===== src/rtl/next_pc_unit.sv =====
// Next-PC sequencer: a four-state fetch/execute controller that registers the
// next program address, a one-cycle PC load strobe and a sticky halt flag.
module next_pc_unit #(
   parameter int unsigned MSB_ROM = 11,
   parameter int unsigned LSB     = 0
) (
   input  logic                   clock_i,
   input  logic                   reset_i,
   input  logic                   run_i,
   input  logic [MSB_ROM-1:LSB]   pc_i,
   input  logic [15:0]            instr_i,
   input  logic                   flags_update_i,
   input  logic                   z_i,
   input  logic                   n_i,
   output logic [MSB_ROM-1:LSB]   mux_o,
   output logic                   pc_en_o,
   output logic                   halted_o
);

   localparam int unsigned AW = MSB_ROM - LSB;

   localparam logic [4:0] OP_HLT = 5'b00000;
   localparam logic [4:0] OP_BEQ = 5'b01000;
   localparam logic [4:0] OP_BNE = 5'b01001;
   localparam logic [4:0] OP_BGT = 5'b01010;
   localparam logic [4:0] OP_BGE = 5'b01011;
   localparam logic [4:0] OP_BLT = 5'b01100;
   localparam logic [4:0] OP_BLE = 5'b01101;
   localparam logic [4:0] OP_JMP = 5'b01110;

   typedef enum logic [1:0] {
      IDLE  = 2'd0,
      FETCH = 2'd1,
      EXEC  = 2'd2,
      HALT  = 2'd3
   } state_t;

   state_t               state_q;
   state_t               state_d;
   logic                 z_q;
   logic                 n_q;
   logic                 z_d;
   logic                 n_d;
   logic [MSB_ROM-1:LSB] mux_d;
   logic                 pc_en_d;
   logic                 halted_d;
   logic [4:0]           opcode;
   logic [10:0]          operand;
   logic                 taken;

   assign opcode  = instr_i[15:11];
   assign operand = instr_i[10:0];

   // Branch resolution against the flags registered by an earlier instruction.
   always_comb begin
      taken = 1'b0;
      unique case (opcode)
         OP_JMP:  taken = 1'b1;
         OP_BEQ:  taken = z_q;
         OP_BNE:  taken = !z_q;
         OP_BGT:  taken = !z_q && !n_q;
         OP_BGE:  taken = !n_q;
         OP_BLT:  taken = n_q;
         OP_BLE:  taken = n_q || z_q;
         default: taken = 1'b0;
      endcase
   end

   // Next-state and next-output decode; every register holds unless overridden.
   always_comb begin
      state_d  = state_q;
      mux_d    = mux_o;
      pc_en_d  = 1'b0;
      halted_d = halted_o;
      z_d      = z_q;
      n_d      = n_q;

      unique case (state_q)
         IDLE: begin
            if (run_i) begin
               state_d = FETCH;
            end
         end
         FETCH: begin
            if (opcode == OP_HLT) begin
               state_d  = HALT;
               halted_d = 1'b1;
            end else begin
               state_d = EXEC;
               pc_en_d = 1'b1;
               if (taken) begin
                  mux_d = AW'(operand);
               end else begin
                  // Natural wrap at the address width; no carry out is kept.
                  mux_d = pc_i + AW'(1);
               end
            end
         end
         EXEC: begin
            if (flags_update_i) begin
               z_d = z_i;
               n_d = n_i;
            end
            state_d = run_i ? FETCH : IDLE;
         end
         HALT: begin
            state_d  = HALT;
            halted_d = 1'b1;
         end
         default: begin
            state_d = IDLE;
         end
      endcase
   end

   // State register.
   always_ff @(posedge clock_i or negedge reset_i) begin
      if (!reset_i) begin
         state_q <= IDLE;
      end else begin
         state_q <= state_d;
      end
   end

   // Output and flag registers; async reset also kills an in-flight PC load.
   always_ff @(posedge clock_i or negedge reset_i) begin
      if (!reset_i) begin
         mux_o    <= '0;
         pc_en_o  <= 1'b0;
         halted_o <= 1'b0;
         z_q      <= 1'b0;
         n_q      <= 1'b0;
      end else begin
         mux_o    <= mux_d;
         pc_en_o  <= pc_en_d;
         halted_o <= halted_d;
         z_q      <= z_d;
         n_q      <= n_d;
      end
   end

endmodule

===== config.mk =====
export PLATFORM = sky130hd
export DESIGN_NAME = next_pc_unit
export DESIGN_NICKNAME = d
export VERILOG_FILES = /design/src/rtl/next_pc_unit.sv
export SDC_FILE = /design/constraint.sdc
export NUM_CORES = 1
export LEC_CHECK = 0
export ABC_AREA = 1
export BUFFER_PORTS_ARGS = -buffer_cell sky130_fd_sc_hd__buf_4
export CORE_MARGIN = 2
export CORE_UTILIZATION = 43
export CTS_CLUSTER_SIZE = 40
export DETAILED_ROUTE_END_ITERATION = 10
export PLACE_DENSITY_LB_ADDON = 0.3
export SYNTH_ARGS = -nofsm -noshare
export SYNTH_HDL_FRONTEND = slang
export SYNTH_SLANG_ARGS = --single-unit
export TNS_END_PERCENT = 50

===== constraint.sdc =====
create_clock -name clock_i -period 1.26 [get_ports clock_i]
set_input_delay 0 -clock clock_i [delete_from_list [all_inputs] [get_ports clock_i]]
set_output_delay 0 -clock clock_i [all_outputs]
set_load 0.01 [all_outputs]

Yosys cells after proc, flatten, opt, wreduce, memory -nomap -nowiden
Index checks and enable logic that the tools add are counted.

Bits in registers: 17. Output and inout bits: 13.

Multiplexer cells: 10. Reduce and logical (&&, ||, !) cells: 10. Bitwise logic cells: 1. Equality and inequality tests: 12. Add/sub/neg operators: 1.

Operators with widths (count): 5-bit by 4-bit equality test with 1-bit output, second input constant (7); 11-bit by 1-bit adder with 11-bit output, second input constant (1); 11-bit 2-to-1 mux (1); 2-bit case mux with 4 select lines (1); 1-bit case mux with 7 select lines (1); 2-bit AND reduction (3); 5-bit zero test (1); 1-bit 2-to-1 mux (5); 2-bit equality test, second input constant (2); 2-bit != test, second input constant (2); 2-bit by 1-bit equality test with 1-bit output, second input constant (1); 1-bit zero test (2); 2-bit zero test (1); 2-bit 2-to-1 mux (1); 1-bit case mux with 2 select lines (1); 2-bit nonzero test (1); 1-bit logical AND (1); 1-bit logical OR (1); 1-bit inverter (1).

Longest topological paths before layout
Gate-level depths: netlist of run 1.

Depth in word-level cells: 4. Depth in mapped cells: 10. Depth with buffers taken out: 10.

Least setup slack after synthesis of run 1
OpenSTA, ideal clock, no wires.

Kind: register to register. Start: register z_q. End: register mux_o[6] in the netlist's numbering. Slack: 82 ps. Data required time: 1143 ps. Buffers on the path: 1. Period minus slack after synthesis: 1178 ps. Arrival: 1061 ps. Stages on the path, launching flop included: 11. Setup time: 117 ps. Path through: dfrtp_1 > inv_1 > nor2_2 > nand2_2 > nor2_2 > nor2_4 > nand2_2 > buf_6 > nand2_1 > nand3_1 > nand2_1.

Cells in the longest elaborated chain, start to end: 4. Elaborated cells on any way between the ends: 5. Classes of those cells: mux (2); reduce/logical (3).

RTL lines: start, declared (line 40) `logic z_q;`; start signal, assigned (line 137) `z_q <= z_d;`; 1-bit zero test (line 60, 61); 1-bit logical AND (line 61) `OP_BGT: taken = !z_q && !n_q;`; 1-bit case mux with 7 select lines * (line 57) `unique case (opcode)`; 11-bit 2-to-1 mux * (line 91) `if (taken) begin`; end signal, assigned (line 134) `mux_o <= mux_d;`; end, declared (line 15) `output logic [MSB_ROM-1:LSB] mux_o,`.

Every way passes the cells marked *; elsewhere a longest branch is shown, timed or not. A chain may end at the register's enable or synchronous reset.

Final worst setup path of run 1
Start: register z_q. End: register mux_o[1] in the netlist's numbering.

Same word-level chain as after synthesis.

==> results of run 1 <==
what timing repair did:
| item | 4_1_cts | 5_1_grt |
|---|---|---|
| hold buffers | 4 | 0 |
| cloned | 0 | 2 |
| gates resized for setup | 5 | 18 |
| hold endpoints to repair | 20 | 0 |
| setup buffers | 1 | 0 |
| setup endpoints to repair | 11 | 11 |
| pin swaps | 2 | 14 |
cell usage in the layout (no fill, tap or decap):
master,Yosys,layout
a21oi_1,2,2
buf_4,2,47
buf_6,2,4
clkbuf_4,0,3
clkinv_2,0,1
dfrtp_1,17,17
dlygate4sd3_1,0,4
ha_1,1,1
inv_1,23,22
inv_2,0,1
nand2_1,52,52
nand2_2,7,6
nand2_4,0,2
nand3_1,27,14
nand3_2,1,13
nand3_4,0,1
nor2_1,15,14
nor2_2,2,3
nor2_4,1,1
nor3_1,1,1
o21ai_0,1,1
o21ai_1,1,1
o21bai_1,2,2
xnor2_1,4,4
xor2_1,3,3
layout make-up:
type                       instances  area [sq um]  share of cell area [%]
clock inverter                     1         5.005                  0.2972
timing repair buffer              55         437.9                   26.00
clock buffer                       3         22.52                   1.337
sequential                        17         425.4                   25.26
multi-input combinational        121         669.4                   39.75
tap                               30         37.54                   2.229
inverter                          23         86.33                   5.126
state kept, by name, summed over array words and instances (netlist names):
name,cells
pc_en_o,1
halted_o,1
mux_o,11
state_q,2
z_q,1
n_q,1
logic make-up after synthesis:
group | Yosys count | share of synthesized area, %
buffers and inverters | 29 | 11.67
AO/OA/AOI/OAI | 6 | 3.083
AND/OR/NAND/NOR | 106 | 41.30
adder cells (fa/ha/maj) | 1 | 1.101
XOR/XNOR | 7 | 5.397
flip-flops | 17 | 37.45
worst register-to-register path, delay by kind of cell, from the launching register on:
family / cells / cell delay [ns]
simple gates: 6 / 0.57
buf+inv: 1 / 0.17
flops: 1 / 0.44
compound gates: 1 / 0.11
Yosys cell counts:
cell      instances
nand2_1          52
nand3_1          27
inv_1            23
dfrtp_1          17
nor2_1           15
nand2_2           7
xnor2_1           4
xor2_1            3
a21oi_1           2
buf_4             2
buf_6             2
nor2_2            2
o21bai_1          2
buf_2             1
clkbuf_1          1
ha_1              1
nand3_2           1
nor2_4            1
nor3_1            1
o21ai_0           1
o21ai_1           1
power groups by stage:
stage / Combinational [mW] / Sequential [mW] / Clock [mW]
after global routing: 1.50 / 0.997 / 0.315
after floorplan: 0.613 / 1.03 / 0
after global placement: 1.16 / 0.947 / 0
after detailed placement: 1.21 / 0.972 / 0
after CTS: 1.26 / 0.965 / 0.287
final: 1.36 / 0.969 / 0.282
per-stage QoR:
stage	TNS [ns]	instances	worst slack, ns	total power [mW]
floorplan	0	166	0.08187	1.641
global placement	-0.002096	239	-0.002096	2.111
detailed placement	-0.5996	239	-0.07685	2.177
CTS	-0.2532	248	-0.03877	2.511
global route	-1.907	250	-0.1960	2.814
finish	-1.126	250	-0.1215	2.607
how the worst max path moves through the flow:
stage	start	endpoint	cells past startpoint	slack, ns
global route	n_q	mux_o[5]	9	-0.20
floorplan	z_q	mux_o[6]	10	0.08
global placement	z_q	mux_o[7]	9	-0.002
CTS	n_q	mux_o[0]	9	-0.04
detailed placement	z_q	mux_o[7]	9	-0.08
finish	z_q	mux_o[1]	8	-0.12
metal layers:
metal,global-route usage [%],routed length (microns),vias to the layer above
met4,8.362,28,0
met5,0,0,-
met1,23.20,1324,557
met3,0.9368,108,2
met2,35.37,1576,31
li1,-,-,617
==> results.sh, run 1 <==
export IMPL_path_clk_slew_ns=0.10
export IMPL_reg2reg_slack_ns=-0.12
export IMPL_rr_startpoint="z_q"
export IMPL_syn_avg_cell_area_sq_um=6.844
export IMPL_slowest_stage="dfrtp_1"
export IMPL_finalSetupViolCount=11
export IMPL_hpwl_microns=2199
export IMPL_finalHoldViolCount=0
export IMPL_design_area_sq_um=1684
export IMPL_p_switching_mw=1.066
export IMPL_power_density_nw_per_um2=1548
export IMPL_holdPathEnd="mux_o[0]"
export IMPL_status="finished, violations left"
export IMPL_arrival_ns=1.57
export IMPL_crit_type="reg2reg"
export IMPL_fmax_mhz=723.8
export IMPL_cts_sinks=17
export IMPL_clockRootBuffer="clkbuf_4"
export IMPL_setup_slack_ns=-0.1215
export IMPL_ioPinCount=46
export IMPL_synth_top_area_share_pct=37.44
export IMPL_slew_violations=0
export IMPL_htreeDepth=1
export IMPL_tightest_slew_ns=0.4667
export IMPL_worst_ir_drop_vdd_mv=1.251
export IMPL_grt_setup_unrepaired="true"
export IMPL_hold_ws_ns=0.02113
export IMPL_yosys_warnings=0
export IMPL_critical_path_cell_chain="o21ai_1 > nand2_1 > nand2_2 > nor2_4 > buf_6 > nand3_2 > nand3_2 > nand2_1"
export IMPL_cts_tree="yes"
export IMPL_fp_dieArea_sq_um=3069
export IMPL_slew_headroom_pct=68.85
export IMPL_io_buffer_count=45
export IMPL_fin_crit_sh_pct=109.6
export IMPL_start_kind="register"
export IMPL_clk_latency_ns=0.28
export IMPL_gp_congestion=0.7814
export IMPL_ys_seq_elements=17
export IMPL_synth_distinct_cells=21
export IMPL_wl_per_cell_microns=12.15
export IMPL_drt_pre_antenna_iters=4
export IMPL_cp_required_ns=1.44
export IMPL_grt_pass1_wl_microns=4830
export IMPL_grt_max_degree=18
export IMPL_grt_antenna_before_repair=0
export IMPL_leakagePower_nw=0.9104
export IMPL_seqPwrFrac_pct=37.2
export IMPL_hold_path_class="in2reg"
export IMPL_critPathMaxFanout=5
export IMPL_routed_wl_microns=3037
export IMPL_post_synth_top_area_cell="dfrtp_1"
export IMPL_post_route_drc_count=0
export IMPL_design_core_area_sq_um=2500
export IMPL_violations="setup timing"
export IMPL_max_stage_delay_ns=0.44
export IMPL_p_sw_share_pct=40.90
export IMPL_die_h_microns=55.40
export IMPL_fin_crit_ns=1.382
export IMPL_initial_core_util_pct=45.45
export IMPL_dieWidth_microns=55.40
export IMPL_clockBufferDepth=2
export IMPL_placed_area_sq_um=1495
export IMPL_endpoint_kind="register"
export IMPL_netlist_instances=166
export IMPL_nFillCells=219
export IMPL_hold_depth=4
export IMPL_drtIter0Drc=18
export IMPL_maxCapViolations=0
export IMPL_syn_to_final_growth_pct=48.24
export IMPL_path_buf_inv=1
export IMPL_finClkSkew_ns=0.0008386
export IMPL_p_int_mw=1.541
export IMPL_antenna_cells=0
export IMPL_power_share_clock_pct=10.8
export IMPL_combPwrFrac_pct=52.0
export IMPL_reg2reg_to="mux_o[1]"
export IMPL_synth_nets=200
export IMPL_reg2reg_depth=8
export IMPL_antenna_left=0
export IMPL_synthTopCellsByArea="dfrtp_1, nand2_1, nand3_1, inv_1, nor2_1"
export IMPL_nNetsFinal=255
export IMPL_rows=18
export IMPL_cts_buffers=3
export IMPL_final_core_util_pct=67.37
export IMPL_critPathTopFamily="simple AND/OR/NAND/NOR gates"
export IMPL_yosysSeqAreaShare_pct=37.44
export IMPL_grt_overflow_total=0
export IMPL_dr_total_vias=1207
export IMPL_grt_pass1_vias=1153
export IMPL_track_usage_pct=19.32
export IMPL_syn_area_sq_um=1136
export IMPL_routed_via_density=4.828
export IMPL_hp_start="pc_i[0]"
export IMPL_drive_gt1_share_pct=37.27
(Power assumes the default switching activity.)
==> run 2, diff against run 1 <==
--- a/config.mk
+++ b/config.mk
@@ -12,6 +12,7 @@
 export CTS_CLUSTER_SIZE = 40
 export DETAILED_ROUTE_END_ITERATION = 10
 export PLACE_DENSITY_LB_ADDON = 0.3
+export RECOVER_POWER = 100
 export SYNTH_ARGS = -nofsm -noshare
 export SYNTH_HDL_FRONTEND = slang
 export SYNTH_SLANG_ARGS = --single-unit
==> constraint.sdc (replaced) <==
create_clock -name clock_i -period 1.25 [get_ports clock_i]
set_input_delay 0 -clock clock_i [delete_from_list [all_inputs] [get_ports clock_i]]
set_output_delay 0 -clock clock_i [all_outputs]
set_load 0.01 [all_outputs]
==> results.sh, run 2 (synthesis gave the netlist of run 1 again) <==
export IMPL_crit_type="reg2reg"
export IMPL_power_density_nw_per_um2=1521
export IMPL_slew_violations=0
export IMPL_grt_antenna_before_repair=0
export IMPL_routed_via_density=4.848
export IMPL_grt_pass1_wl_microns=4830
export IMPL_critPathMaxFanout=4
export IMPL_top_layer="met4"
export IMPL_cts_buffers=3
export IMPL_rows=18
export IMPL_cp_required_ns=1.42
export IMPL_initial_core_util_pct=45.45
export IMPL_dr_total_vias=1212
export IMPL_fin_crit_ns=1.385
export IMPL_largest_register="mux_o"
export IMPL_arrival_ns=1.56
export IMPL_wirelength_met1_microns=1356
export IMPL_setup_slack_ns=-0.1351
export IMPL_fin_crit_sh_pct=110.8
export IMPL_fp_dieArea_sq_um=3069
export IMPL_clk_latency_ns=0.28
export IMPL_antenna_left=0
export IMPL_nNetsFinal=255
export IMPL_cts_sinks=17
export IMPL_post_route_drc_count=0
export IMPL_syn_to_final_growth_pct=43.61
export IMPL_wl_met2_microns=1565
export IMPL_maxCapViolations=0
export IMPL_drive_gt1_share_pct=30.91
export IMPL_violations="setup timing"
export IMPL_reg_top3="mux_o: 11 flops, state_q: 2 flops"
export IMPL_antenna_cells=0
export IMPL_start_kind="register"
export IMPL_finalSetupViolCount=11
export IMPL_design_core_area_sq_um=2500
export IMPL_track_usage_pct=19.32
export IMPL_routed_wl_microns=3056
export IMPL_finClkSkew_ns=0.0007426
export IMPL_endpoint_kind="register"
export IMPL_drtIter0Drc=20
export IMPL_cts_tree="yes"
export IMPL_ioPinCount=46
export IMPL_grt_setup_unrepaired="true"
export IMPL_met3_length_microns=107
export IMPL_tightest_slew_ns=0.8776
export IMPL_gp_congestion=0.7814
export IMPL_largest_reg_flops=11
export IMPL_hold_path_class="in2reg"
export IMPL_grt_overflow_total=0
export IMPL_dieWidth_microns=55.40
export IMPL_io_buffer_count=45
export IMPL_grt_pass1_vias=1153
export IMPL_leakagePower_nw=0.8582
export IMPL_place_inst=239
export IMPL_die_h_microns=55.40
export IMPL_path_clk_slew_ns=0.10
export IMPL_hpwl_microns=2199
export IMPL_clockBufferDepth=2
export IMPL_setup_tns_ns=-1.235
export IMPL_worst_ir_drop_vdd_mv=1.168
export IMPL_htreeDepth=1
export IMPL_fmax_mhz=722.0
export IMPL_final_cells=250
export IMPL_final_cell_mix="nand2_1, buf_4, inv_1"
export IMPL_grt_max_degree=18
export IMPL_clockRootBuffer="clkbuf_4"
export IMPL_finalHoldViolCount=0
export IMPL_mostFrequentLayoutCell="nand2_1"
export IMPL_slew_headroom_pct=41.49
export IMPL_reg2reg_slack_ns=-0.14
export IMPL_wl_per_cell_microns=12.22
export IMPL_drt_pre_antenna_iters=4
export IMPL_status="finished, violations left"
[run 2: changes by cell type in the layout (fill, tap and decap cells not counted)]
cell / before / now
buf_4: 47 / 33
clkbuf_1: 0 / 14
[run 2: critical path, stage by stage, from the launching register on]
cell and delay, ns:
dfrtp_1 0.45, inv_2 0.09, nor2_2 0.04, nand2_2 0.08, nand3_2 0.10, nand2_4 0.12, buf_6 0.13, nand3_1 0.08
nand3_1 0.12, nand2_1 0.08
[run 2: layout make-up]
type,instances,area [sq um]
clock buffer,3,22.52
clock inverter,1,5.005
fill,230,868.3
inverter,23,86.33
multi-input combinational,121,669.4
sequential,17,425.4
tap,30,37.54
timing repair buffer,55,385.4
[run 2: per-stage QoR]
step / power (mW) / hold WS [ns] / instance area, sq um / utilization, % / setup WS, ns
finish: 2.482 / 0.02517 / 1632 / 65.27 / -0.1351
global route: 2.686 / 0.03424 / 1632 / 65.27 / -0.2060
CTS: 2.532 / 0.006272 / 1587 / 63.46 / -0.04877
detailed placement: 2.195 / -0.1282 / 1495 / 59.81 / -0.08685
global placement: 2.128 / -0.1297 / 1495 / 59.81 / -0.01210
floorplan: 1.654 / -0.2956 / 1136 / - / 0.07187
[run 2: layer usage]
| layer | up-vias | track usage, % |
|---|---|---|
| met5 | - | 0 |
| met4 | 0 | 8.362 |
| met3 | 2 | 0.9368 |
| met2 | 27 | 35.37 |
| met1 | 565 | 23.20 |
| li1 | 618 | - |
[run 2: worst paths after layout]
check,from,to,depth (start not counted)
setup / recovery,z_q,mux_o[4],9
hold / removal,instr_i[8],mux_o[8],5
min in group asynchronous,reset_i,state_q[0],2
hold reg to reg,halted_o,halted_o,2
setup reg to reg,z_q,mux_o[4],9
max in group asynchronous,reset_i,mux_o[6],2
[run 2: power by group]
group          internal (mW)  switching (mW)  leakage (nW)
Combinational          0.479           0.745         0.638
Clock                  0.119           0.167        0.0177
Sequential             0.806           0.166         0.203
Total                   1.40            1.08         0.858
[run 2: timing repair]
item / in CTS / in global routing
pin swaps: 2 / 14
endpoints found under the hold margin: 20 / 0
setup endpoints to repair: 11 / 11
hold buffers: 4 / 0
cloned: 0 / 2
buffers inserted: 1 / 0
gates resized for setup: 5 / 18
